**config.mk**
```make
export PLATFORM = sky130hd
export DESIGN_NAME = dccm_arbiter_flat
export DESIGN_NICKNAME = d
export VERILOG_FILES = /design/src/rtl/dccm_arbiter_pkg.sv /design/src/rtl/dccm_arbiter_if.sv /design/src/rtl/dccm_arbiter_starve_ctr.sv /design/src/rtl/dccm_arbiter.sv /design/src/flat_wrapper.sv
export SDC_FILE = /design/constraint.sdc
export NUM_CORES = 1
export LEC_CHECK = 0
export CAP_MARGIN = 10
export CORE_AREA = 2 2 142 144
export CTS_CLUSTER_SIZE = 12
export DETAILED_ROUTE_END_ITERATION = 6
export DIE_AREA = 0 0 144 146
export HOLD_SLACK_MARGIN = 0.08
export MAX_ROUTING_LAYER = met4
export PLACE_DENSITY = 0.49
export SLEW_MARGIN = 30
export SYNTH_ARGS = -nofsm -noshare
export SYNTH_HDL_FRONTEND = slang
export SYNTH_SLANG_ARGS = --single-unit
```
**constraint.sdc**
```tcl
create_clock -name clk -period 3.7 [get_ports clk]
set_input_delay 0.925 -clock clk [delete_from_list [all_inputs] [get_ports clk]]
set_output_delay 0.925 -clock clk [all_outputs]
set_load 0.02 [all_outputs]
```
**src/rtl/dccm_arbiter_pkg.sv**
```systemverilog
// rtl/dccm_arbiter_pkg.sv - shared types, default parameters and helpers for the DCCM arbiter
package dccm_arbiter_pkg;

    // Owner tag carried alongside each in-flight DCCM read.
    typedef enum logic {
        OWN_LSU = 1'b0,
        OWN_EXT = 1'b1
    } dccm_owner_e;

    // Default build configuration.
    localparam int DEFAULT_XLEN         = 32;
    localparam int DEFAULT_RD_LAT       = 1;
    localparam int DEFAULT_STARVE_LIMIT = 4;

    // Width of a starvation counter able to hold 0..limit; never narrower than one bit.
    function automatic int ctr_width(input int limit);
        return (limit < 1) ? 1 : $clog2(limit + 1);
    endfunction

endpackage

```
**src/rtl/dccm_arbiter_if.sv**
```systemverilog
// rtl/dccm_arbiter_if.sv - LSU, external requester and DCCM port bundle for the arbiter
interface dccm_arbiter_if #(
    parameter int XLEN = 32
) ();

    // LSU read/write request and read return
    logic [XLEN-1:0] lsu_raddr;
    logic            lsu_rvalid_in;
    logic [XLEN-1:0] lsu_rdata;
    logic            lsu_rvalid_out;
    logic [XLEN-1:0] lsu_waddr;
    logic            lsu_wen;
    logic [XLEN-1:0] lsu_wdata;
    logic            lsu_stall;

    // External requester (loader / debug DMA)
    logic            ext_req;
    logic            ext_we;
    logic [XLEN-1:0] ext_addr;
    logic [XLEN-1:0] ext_wdata;
    logic            ext_gnt;
    logic [XLEN-1:0] ext_rdata;
    logic            ext_rvalid;

    // DCCM read and write ports
    logic [XLEN-1:0] mem_raddr;
    logic            mem_rvalid_in;
    logic [XLEN-1:0] mem_rdata;
    logic            mem_rvalid_out;
    logic [XLEN-1:0] mem_waddr;
    logic            mem_wen;
    logic [XLEN-1:0] mem_wdata;

    // Arbiter side
    modport slave (
        input  lsu_raddr, lsu_rvalid_in, lsu_waddr, lsu_wen, lsu_wdata,
        input  ext_req, ext_we, ext_addr, ext_wdata,
        input  mem_rdata, mem_rvalid_out,
        output lsu_rdata, lsu_rvalid_out, lsu_stall,
        output ext_gnt, ext_rdata, ext_rvalid,
        output mem_raddr, mem_rvalid_in, mem_waddr, mem_wen, mem_wdata
    );

    // Requesters plus DCCM side
    modport master (
        output lsu_raddr, lsu_rvalid_in, lsu_waddr, lsu_wen, lsu_wdata,
        output ext_req, ext_we, ext_addr, ext_wdata,
        output mem_rdata, mem_rvalid_out,
        input  lsu_rdata, lsu_rvalid_out, lsu_stall,
        input  ext_gnt, ext_rdata, ext_rvalid,
        input  mem_raddr, mem_rvalid_in, mem_waddr, mem_wen, mem_wdata
    );

endinterface

```
**src/rtl/dccm_arbiter_starve_ctr.sv**
```systemverilog
// rtl/dccm_arbiter_starve_ctr.sv - saturating per-port starvation counter with limit flag
module dccm_starve_ctr
    import dccm_arbiter_pkg::*;
#(
    parameter int STARVE_LIMIT = DEFAULT_STARVE_LIMIT
) (
    input  logic clk,
    input  logic rst,
    input  logic ext_req,
    input  logic ext_gnt,
    output logic limit_hit
);

    localparam int            W     = ctr_width(STARVE_LIMIT);
    localparam logic [W-1:0]  LIMIT = W'(STARVE_LIMIT);

    logic [W-1:0] count;

    // Count consecutive denials; a grant clears, idle holds, the limit saturates.
    // With a limit of 0 the counter can never leave 0, so protection is off.
    always_ff @(posedge clk) begin
        if (rst) begin
            count <= '0;
        end else if (ext_req && ext_gnt) begin
            count <= '0;
        end else if (ext_req && (count != LIMIT)) begin
            count <= count + 1'b1;
        end
    end

    // The external requester is owed this port once the limit has been reached.
    always_comb begin
        limit_hit = (STARVE_LIMIT != 0) && (count == LIMIT);
    end

endmodule

```
**src/rtl/dccm_arbiter.sv**
```systemverilog
// rtl/dccm_arbiter.sv - LSU-priority DCCM arbiter with starvation guard and owner-tagged read return
module dccm_arbiter
    import dccm_arbiter_pkg::*;
#(
    parameter int XLEN         = DEFAULT_XLEN,
    parameter int RD_LAT       = DEFAULT_RD_LAT,
    parameter int STARVE_LIMIT = DEFAULT_STARVE_LIMIT
) (
    input  logic           clk,
    input  logic           rst,
    dccm_arbiter_if.slave  bus
);

    localparam logic [XLEN-1:0] ZERO = '0;

    logic lsu_rd;
    logic ext_rd;
    logic lsu_wr;
    logic ext_wr;

    logic rd_limit_hit;
    logic wr_limit_hit;

    logic rd_ext_gnt;
    logic rd_lsu_gnt;
    logic rd_override;
    logic wr_ext_gnt;
    logic wr_lsu_gnt;
    logic wr_override;

    logic [RD_LAT-1:0] stg_valid;
    dccm_owner_e       stg_owner [RD_LAT];
    logic              resp;

    // Classify requests per port: external reads touch only the read port, writes only the write port.
    always_comb begin
        lsu_rd = bus.lsu_rvalid_in;
        lsu_wr = bus.lsu_wen;
        ext_rd = bus.ext_req & ~bus.ext_we;
        ext_wr = bus.ext_req &  bus.ext_we;
    end

    dccm_starve_ctr #(
        .STARVE_LIMIT (STARVE_LIMIT)
    ) u_rd_ctr (
        .clk       (clk),
        .rst       (rst),
        .ext_req   (ext_rd),
        .ext_gnt   (rd_ext_gnt),
        .limit_hit (rd_limit_hit)
    );

    dccm_starve_ctr #(
        .STARVE_LIMIT (STARVE_LIMIT)
    ) u_wr_ctr (
        .clk       (clk),
        .rst       (rst),
        .ext_req   (ext_wr),
        .ext_gnt   (wr_ext_gnt),
        .limit_hit (wr_limit_hit)
    );

    // Per-port grant: LSU first unless the external side has hit its starvation limit.
    always_comb begin
        rd_ext_gnt  = ext_rd & (~lsu_rd | rd_limit_hit);
        rd_override = lsu_rd & rd_ext_gnt;
        rd_lsu_gnt  = lsu_rd & ~rd_override;

        wr_ext_gnt  = ext_wr & (~lsu_wr | wr_limit_hit);
        wr_override = lsu_wr & wr_ext_gnt;
        wr_lsu_gnt  = lsu_wr & ~wr_override;

        bus.ext_gnt   = rd_ext_gnt | wr_ext_gnt;
        bus.lsu_stall = rd_override | wr_override;
    end

    // Steer the granted requester onto the DCCM ports; idle ports drive zeros.
    always_comb begin
        bus.mem_raddr     = ZERO;
        bus.mem_rvalid_in = 1'b0;
        bus.mem_waddr     = ZERO;
        bus.mem_wdata     = ZERO;
        bus.mem_wen       = 1'b0;

        if (rd_ext_gnt) begin
            bus.mem_raddr     = bus.ext_addr;
            bus.mem_rvalid_in = 1'b1;
        end else if (rd_lsu_gnt) begin
            bus.mem_raddr     = bus.lsu_raddr;
            bus.mem_rvalid_in = 1'b1;
        end

        if (wr_ext_gnt) begin
            bus.mem_waddr = bus.ext_addr;
            bus.mem_wdata = bus.ext_wdata;
            bus.mem_wen   = 1'b1;
        end else if (wr_lsu_gnt) begin
            bus.mem_waddr = bus.lsu_waddr;
            bus.mem_wdata = bus.lsu_wdata;
            bus.mem_wen   = 1'b1;
        end
    end

    // Owner shift register matched to the DCCM read latency; reset drops everything in flight.
    always_ff @(posedge clk) begin
        if (rst) begin
            stg_valid <= '0;
            for (int i = 0; i < RD_LAT; i++) begin
                stg_owner[i] <= OWN_LSU;
            end
        end else begin
            stg_valid[0] <= bus.mem_rvalid_in;
            stg_owner[0] <= rd_ext_gnt ? OWN_EXT : OWN_LSU;
            for (int i = 1; i < RD_LAT; i++) begin
                stg_valid[i] <= stg_valid[i-1];
                stg_owner[i] <= stg_owner[i-1];
            end
        end
    end

    // Route returning data to its owner; untracked returns and anything seen during reset are dropped.
    always_comb begin
        resp               = bus.mem_rvalid_out & stg_valid[RD_LAT-1] & ~rst;
        bus.lsu_rvalid_out = resp & (stg_owner[RD_LAT-1] == OWN_LSU);
        bus.ext_rvalid     = resp & (stg_owner[RD_LAT-1] == OWN_EXT);
        bus.lsu_rdata      = bus.lsu_rvalid_out ? bus.mem_rdata : ZERO;
        bus.ext_rdata      = bus.ext_rvalid     ? bus.mem_rdata : ZERO;
    end

endmodule

```
**src/flat_wrapper.sv**
```systemverilog
// flat-port wrapper written by rule: the top's interface ports become plain ports
module dccm_arbiter_flat import dccm_arbiter_pkg::*;
#(
    parameter int XLEN         = DEFAULT_XLEN,
    parameter int RD_LAT       = DEFAULT_RD_LAT,
    parameter int STARVE_LIMIT = DEFAULT_STARVE_LIMIT
)
  (clk, rst, bus_lsu_raddr, bus_lsu_rvalid_in, bus_lsu_waddr, bus_lsu_wen, bus_lsu_wdata, bus_ext_req, bus_ext_we, bus_ext_addr, bus_ext_wdata, bus_mem_rdata, bus_mem_rvalid_out, bus_lsu_rdata, bus_lsu_rvalid_out, bus_lsu_stall, bus_ext_gnt, bus_ext_rdata, bus_ext_rvalid, bus_mem_raddr, bus_mem_rvalid_in, bus_mem_waddr, bus_mem_wen, bus_mem_wdata);
  dccm_arbiter_if #(.XLEN(XLEN)) bus_i ();
  input  logic clk;
  input  logic rst;
  input wire logic [$bits(bus_i.lsu_raddr)-1:0] bus_lsu_raddr;
  input wire logic [$bits(bus_i.lsu_rvalid_in)-1:0] bus_lsu_rvalid_in;
  input wire logic [$bits(bus_i.lsu_waddr)-1:0] bus_lsu_waddr;
  input wire logic [$bits(bus_i.lsu_wen)-1:0] bus_lsu_wen;
  input wire logic [$bits(bus_i.lsu_wdata)-1:0] bus_lsu_wdata;
  input wire logic [$bits(bus_i.ext_req)-1:0] bus_ext_req;
  input wire logic [$bits(bus_i.ext_we)-1:0] bus_ext_we;
  input wire logic [$bits(bus_i.ext_addr)-1:0] bus_ext_addr;
  input wire logic [$bits(bus_i.ext_wdata)-1:0] bus_ext_wdata;
  input wire logic [$bits(bus_i.mem_rdata)-1:0] bus_mem_rdata;
  input wire logic [$bits(bus_i.mem_rvalid_out)-1:0] bus_mem_rvalid_out;
  output wire logic [$bits(bus_i.lsu_rdata)-1:0] bus_lsu_rdata;
  output wire logic [$bits(bus_i.lsu_rvalid_out)-1:0] bus_lsu_rvalid_out;
  output wire logic [$bits(bus_i.lsu_stall)-1:0] bus_lsu_stall;
  output wire logic [$bits(bus_i.ext_gnt)-1:0] bus_ext_gnt;
  output wire logic [$bits(bus_i.ext_rdata)-1:0] bus_ext_rdata;
  output wire logic [$bits(bus_i.ext_rvalid)-1:0] bus_ext_rvalid;
  output wire logic [$bits(bus_i.mem_raddr)-1:0] bus_mem_raddr;
  output wire logic [$bits(bus_i.mem_rvalid_in)-1:0] bus_mem_rvalid_in;
  output wire logic [$bits(bus_i.mem_waddr)-1:0] bus_mem_waddr;
  output wire logic [$bits(bus_i.mem_wen)-1:0] bus_mem_wen;
  output wire logic [$bits(bus_i.mem_wdata)-1:0] bus_mem_wdata;
  assign bus_i.lsu_raddr = bus_lsu_raddr;
  assign bus_i.lsu_rvalid_in = bus_lsu_rvalid_in;
  assign bus_i.lsu_waddr = bus_lsu_waddr;
  assign bus_i.lsu_wen = bus_lsu_wen;
  assign bus_i.lsu_wdata = bus_lsu_wdata;
  assign bus_i.ext_req = bus_ext_req;
  assign bus_i.ext_we = bus_ext_we;
  assign bus_i.ext_addr = bus_ext_addr;
  assign bus_i.ext_wdata = bus_ext_wdata;
  assign bus_i.mem_rdata = bus_mem_rdata;
  assign bus_i.mem_rvalid_out = bus_mem_rvalid_out;
  assign bus_lsu_rdata = bus_i.lsu_rdata;
  assign bus_lsu_rvalid_out = bus_i.lsu_rvalid_out;
  assign bus_lsu_stall = bus_i.lsu_stall;
  assign bus_ext_gnt = bus_i.ext_gnt;
  assign bus_ext_rdata = bus_i.ext_rdata;
  assign bus_ext_rvalid = bus_i.ext_rvalid;
  assign bus_mem_raddr = bus_i.mem_raddr;
  assign bus_mem_rvalid_in = bus_i.mem_rvalid_in;
  assign bus_mem_waddr = bus_i.mem_waddr;
  assign bus_mem_wen = bus_i.mem_wen;
  assign bus_mem_wdata = bus_i.mem_wdata;
  dccm_arbiter #(.XLEN(XLEN), .RD_LAT(RD_LAT), .STARVE_LIMIT(STARVE_LIMIT)) u_core (.clk(clk), .rst(rst), .bus(bus_i));
endmodule
```
==> impl_metrics.py <==
metrics = {
    "status": {
        "status": "finished clean",
    },
    "cells_and_area": {
        "drive_above_1_share_pct": 10.0,
        "final_util_pct": 34.7,
        "fin_cells": 1074,
        "synthToLayoutAreaGrowth_pct": 163,
        "regArea_um2": 160,
        "final.fill_count": 2078,
        "diodes": 0,
        "multi_input_area_um2": 2130,
        "nets": 1014,
    },
    "sta": {
        "timing.final.crit_share_pct": 97.4,
        "worstMarginPinSlew_ns": 0.412,
        "worst_clock_skew_ns": 0.00162,
        "hold_viol": 0,
        "setup-tns-final_ns": 0,
        "setup_viol": 0,
        "max_freq_mhz": 277,
        "fin_ws_ns": 0.0959,
        "slew_headroom_pct": 72.5,
        "period_needed_ns": 3.60,
        "slew_violations": 0,
        "rsz0062_at_grt": "no",
    },
    "setup_path": {
        "rr_worst_depth": 6,
        "critPathKind": "in -> out",
        "path_max_fanout": 7,
        "cp.required_ns": 2.77,
        "worstPathArrival_ns": 2.68,
        "reg2reg_from": "u_core.u_wr_ctr.count[0]",
        "reg2reg_slack_ns": 2.10,
        "worstSetupEndpointType": "primary output",
        "r2r_end": "u_core.u_wr_ctr.count[1]",
        "startpoint_type": "primary input",
    },
    "detailed_routing": {
        "drtIter0Drc": 135,
        "vias": 4519,
        "viasPerCell": 4.21,
        "wirelength_um": 16700,
        "wl_per_cell_um": 15.6,
        "drt_first_pass_iters": 4,
        "ant_nets": 0,
        "drc": 0,
    },
    "placement": {
        "io_buffers": 364,
        "placed_cells": 1071,
        "hpwlAfterDp_um": 13700,
        "gp_congestion": 0.794,
        "pre_cts_ws_ns": -0.123,
    },
    "synthesis": {
        "synth_top_flop_cell": "dfxtp_1",
        "synth_top_area_share_pct": 18.9,
        "netlist_area_um2": 2550,
        "yosys-top-cells-count": "nand2_1 (102), nand3_1 (96), and2_1 (66), o21ai_1 (66), clkbuf_1 (32)",
        "synthCells": 459,
        "synth-edff-count": 0,
        "ys_top_cells_by_area": "nand3_1 (19%), and2_1 (16%), nand2_1 (15%)",
        "ys_warn_count": 0,
        "synthArstFlopShare_pct": 0,
        "syn_avg_cell_area_um2": 5.55,
        "synth_most_common_cell": "nand2_1",
        "yosysTopAreaCell": "nand3_1",
        "ys_seq_elements": 8,
        "yosysSeqAreaShare_pct": 6.28,
        "synth_cell_types": 28,
        "syn-num-nets": 662,
    },
    "cts": {
        "cts_setup_buffers": 0,
        "cts_tree": "built",
        "cts_buffers": 3,
        "ctsHoldBuffers": 0,
        "clock_sinks": 8,
        "worstSkewPairLatency_ns": 0.24,
        "root_buffer": "clkbuf_16",
        "clock_path_buffers": 2,
        "path_clk_slew_ns": 0.04,
        "htreeDepth": 1,
    },
    "die": {
        "rows": 51,
        "die_h_um": 146,
        "core-area_um2": 19300,
        "ios": 365,
        "die_x_um": 144,
        "die_area_um2": 21000,
        "start_util_pct": 13.2,
    },
    "grt": {
        "grt_pass1_wl_um": 24500,
        "grt_max_degree": 69,
        "grt_remaining_overflow": 0,
        "grt_pass1_vias": 4419,
        "antenna_found_initial": 0,
        "grt_use_total_pct": 15.1,
    },
    "pwr": {
        "power.leakage_nw": 3.01,
        "power_density_nw_per_um2": 144,
        "ir_worst_vdd_v": 0.000114,
    },
    "min_path": {
        "hp-class": "reg -> reg",
        "hold_end": "u_core.u_rd_ctr.count[1]",
        "hold_depth": 2,
        "hp-start": "u_core.u_rd_ctr.count[1]",
    },
    "job": {
        "cap_violations": 0,
    },
}
==> layout make-up <==
type,count,share of cell area (%)
clock buffers,3,1.12
inverters,6,0.336
multi-input cells,393,31.7
flip-flops and latches,8,2.39
well taps,265,4.94
repair buffers,399,59.5
==> kinds of logic (layout without fill, tap and decap cells) <==
family | count (synthesis) | in the layout | synth area share, %
AOI/OAI and AO/OA | 107 | 107 | 26.0
adders and majority gates | 4 | 4 | 1.96
buffers and inverters | 58 | 408 | 10.7
DFF | 8 | 8 | 6.28
and+or+nand+nor | 282 | 282 | 55.1
==> layout by cell type, fill, tap and decap left out, types with 2 or more instances in the layout <==
cell type,netlist,routed
and2_2,0,2
inv_1,5,5
nand2_1,102,102
nand3_1,96,96
nor3b_1,2,2
ha_1,4,4
buf_4,1,26
dlygate4sd2_1,0,79
o21ai_0,2,2
nor2b_1,3,2
nand2b_1,3,3
clkbuf_16,0,3
dlymetal6s2s_1,0,18
clkdlybuf4s50_1,0,262
o21ai_1,66,66
o21ai_2,30,30
buf_12,0,12
and2_1,66,64
dfxtp_1,8,8
or3_1,4,4
nand4b_1,2,2
a21oi_1,6,6
==> registers in the layout, summed over array words and instances (netlist names) <==
| signal | count |
|---|---|
| u_core.u_rd_ctr.count | 3 |
| u_core.u_wr_ctr.count | 3 |
| u_core.stg_owner | 1 |
| u_core.stg_valid | 1 |
==> worst max-delay path, stage by stage <==
cell and delay, ns:
clkdlybuf4s50_1 0.49, nor3b_2 0.20, buf_4 0.19, buf_4 0.15, and2_1 0.12, clkdlybuf4s50_1 0.60
==> how the worst max path moves through the flow <==
stage	depth (start not counted)	from	end
2_1_floorplan	6	bus_lsu_wen	bus_mem_waddr[22]
3_3_place_gp	6	bus_ext_we	bus_mem_waddr[22]
3_5_place_dp	6	bus_ext_we	bus_mem_waddr[16]
4_1_cts	8	bus_ext_we	bus_mem_raddr[19]
5_1_grt	6	rst	bus_ext_rdata[16]
6_report	6	rst	bus_ext_rdata[4]
==> power breakdown <==
group | internal, mW | leakage, nW | total [mW] | switching [mW]
registers | 0.0890 | 0.0651 | 0.0904 | 0.00147
logic | 0.365 | 2.90 | 0.692 | 0.327
clock network | 0.140 | 0.0370 | 0.187 | 0.0473
total | 0.594 | 3.01 | 0.969 | 0.376
==> metrics by stage <==
stage | hold WS (ns) | total power, mW | area [um2]
2_1_floorplan | 0.453 | 0.372 | 2550
5_1_grt | 0.505 | 1.03 | 6710
6_report | 0.472 | 0.969 | 6710
3_3_place_gp | 0.466 | 0.841 | 6690
4_1_cts | 0.473 | 0.984 | 6670
3_5_place_dp | 0.468 | 0.839 | 6690
==> what timing repair did <==
action | CTS | global route
setup endpoints to repair | 79 | 18
resized for setup | 80 | 18
pin swaps | 0 | 0
gates cloned | 0 | 0
==> metal layers <==
layer,part of all wire (%),up-vias,global-route usage (%)
met4,0.99,0,1.67
met3,8.2,15,2.27
li1,-,2257,-
met5,0,-,-
met2,51,249,28.2
met1,40,1998,17.4
Note: power is estimated with default switching activity, not from simulation.
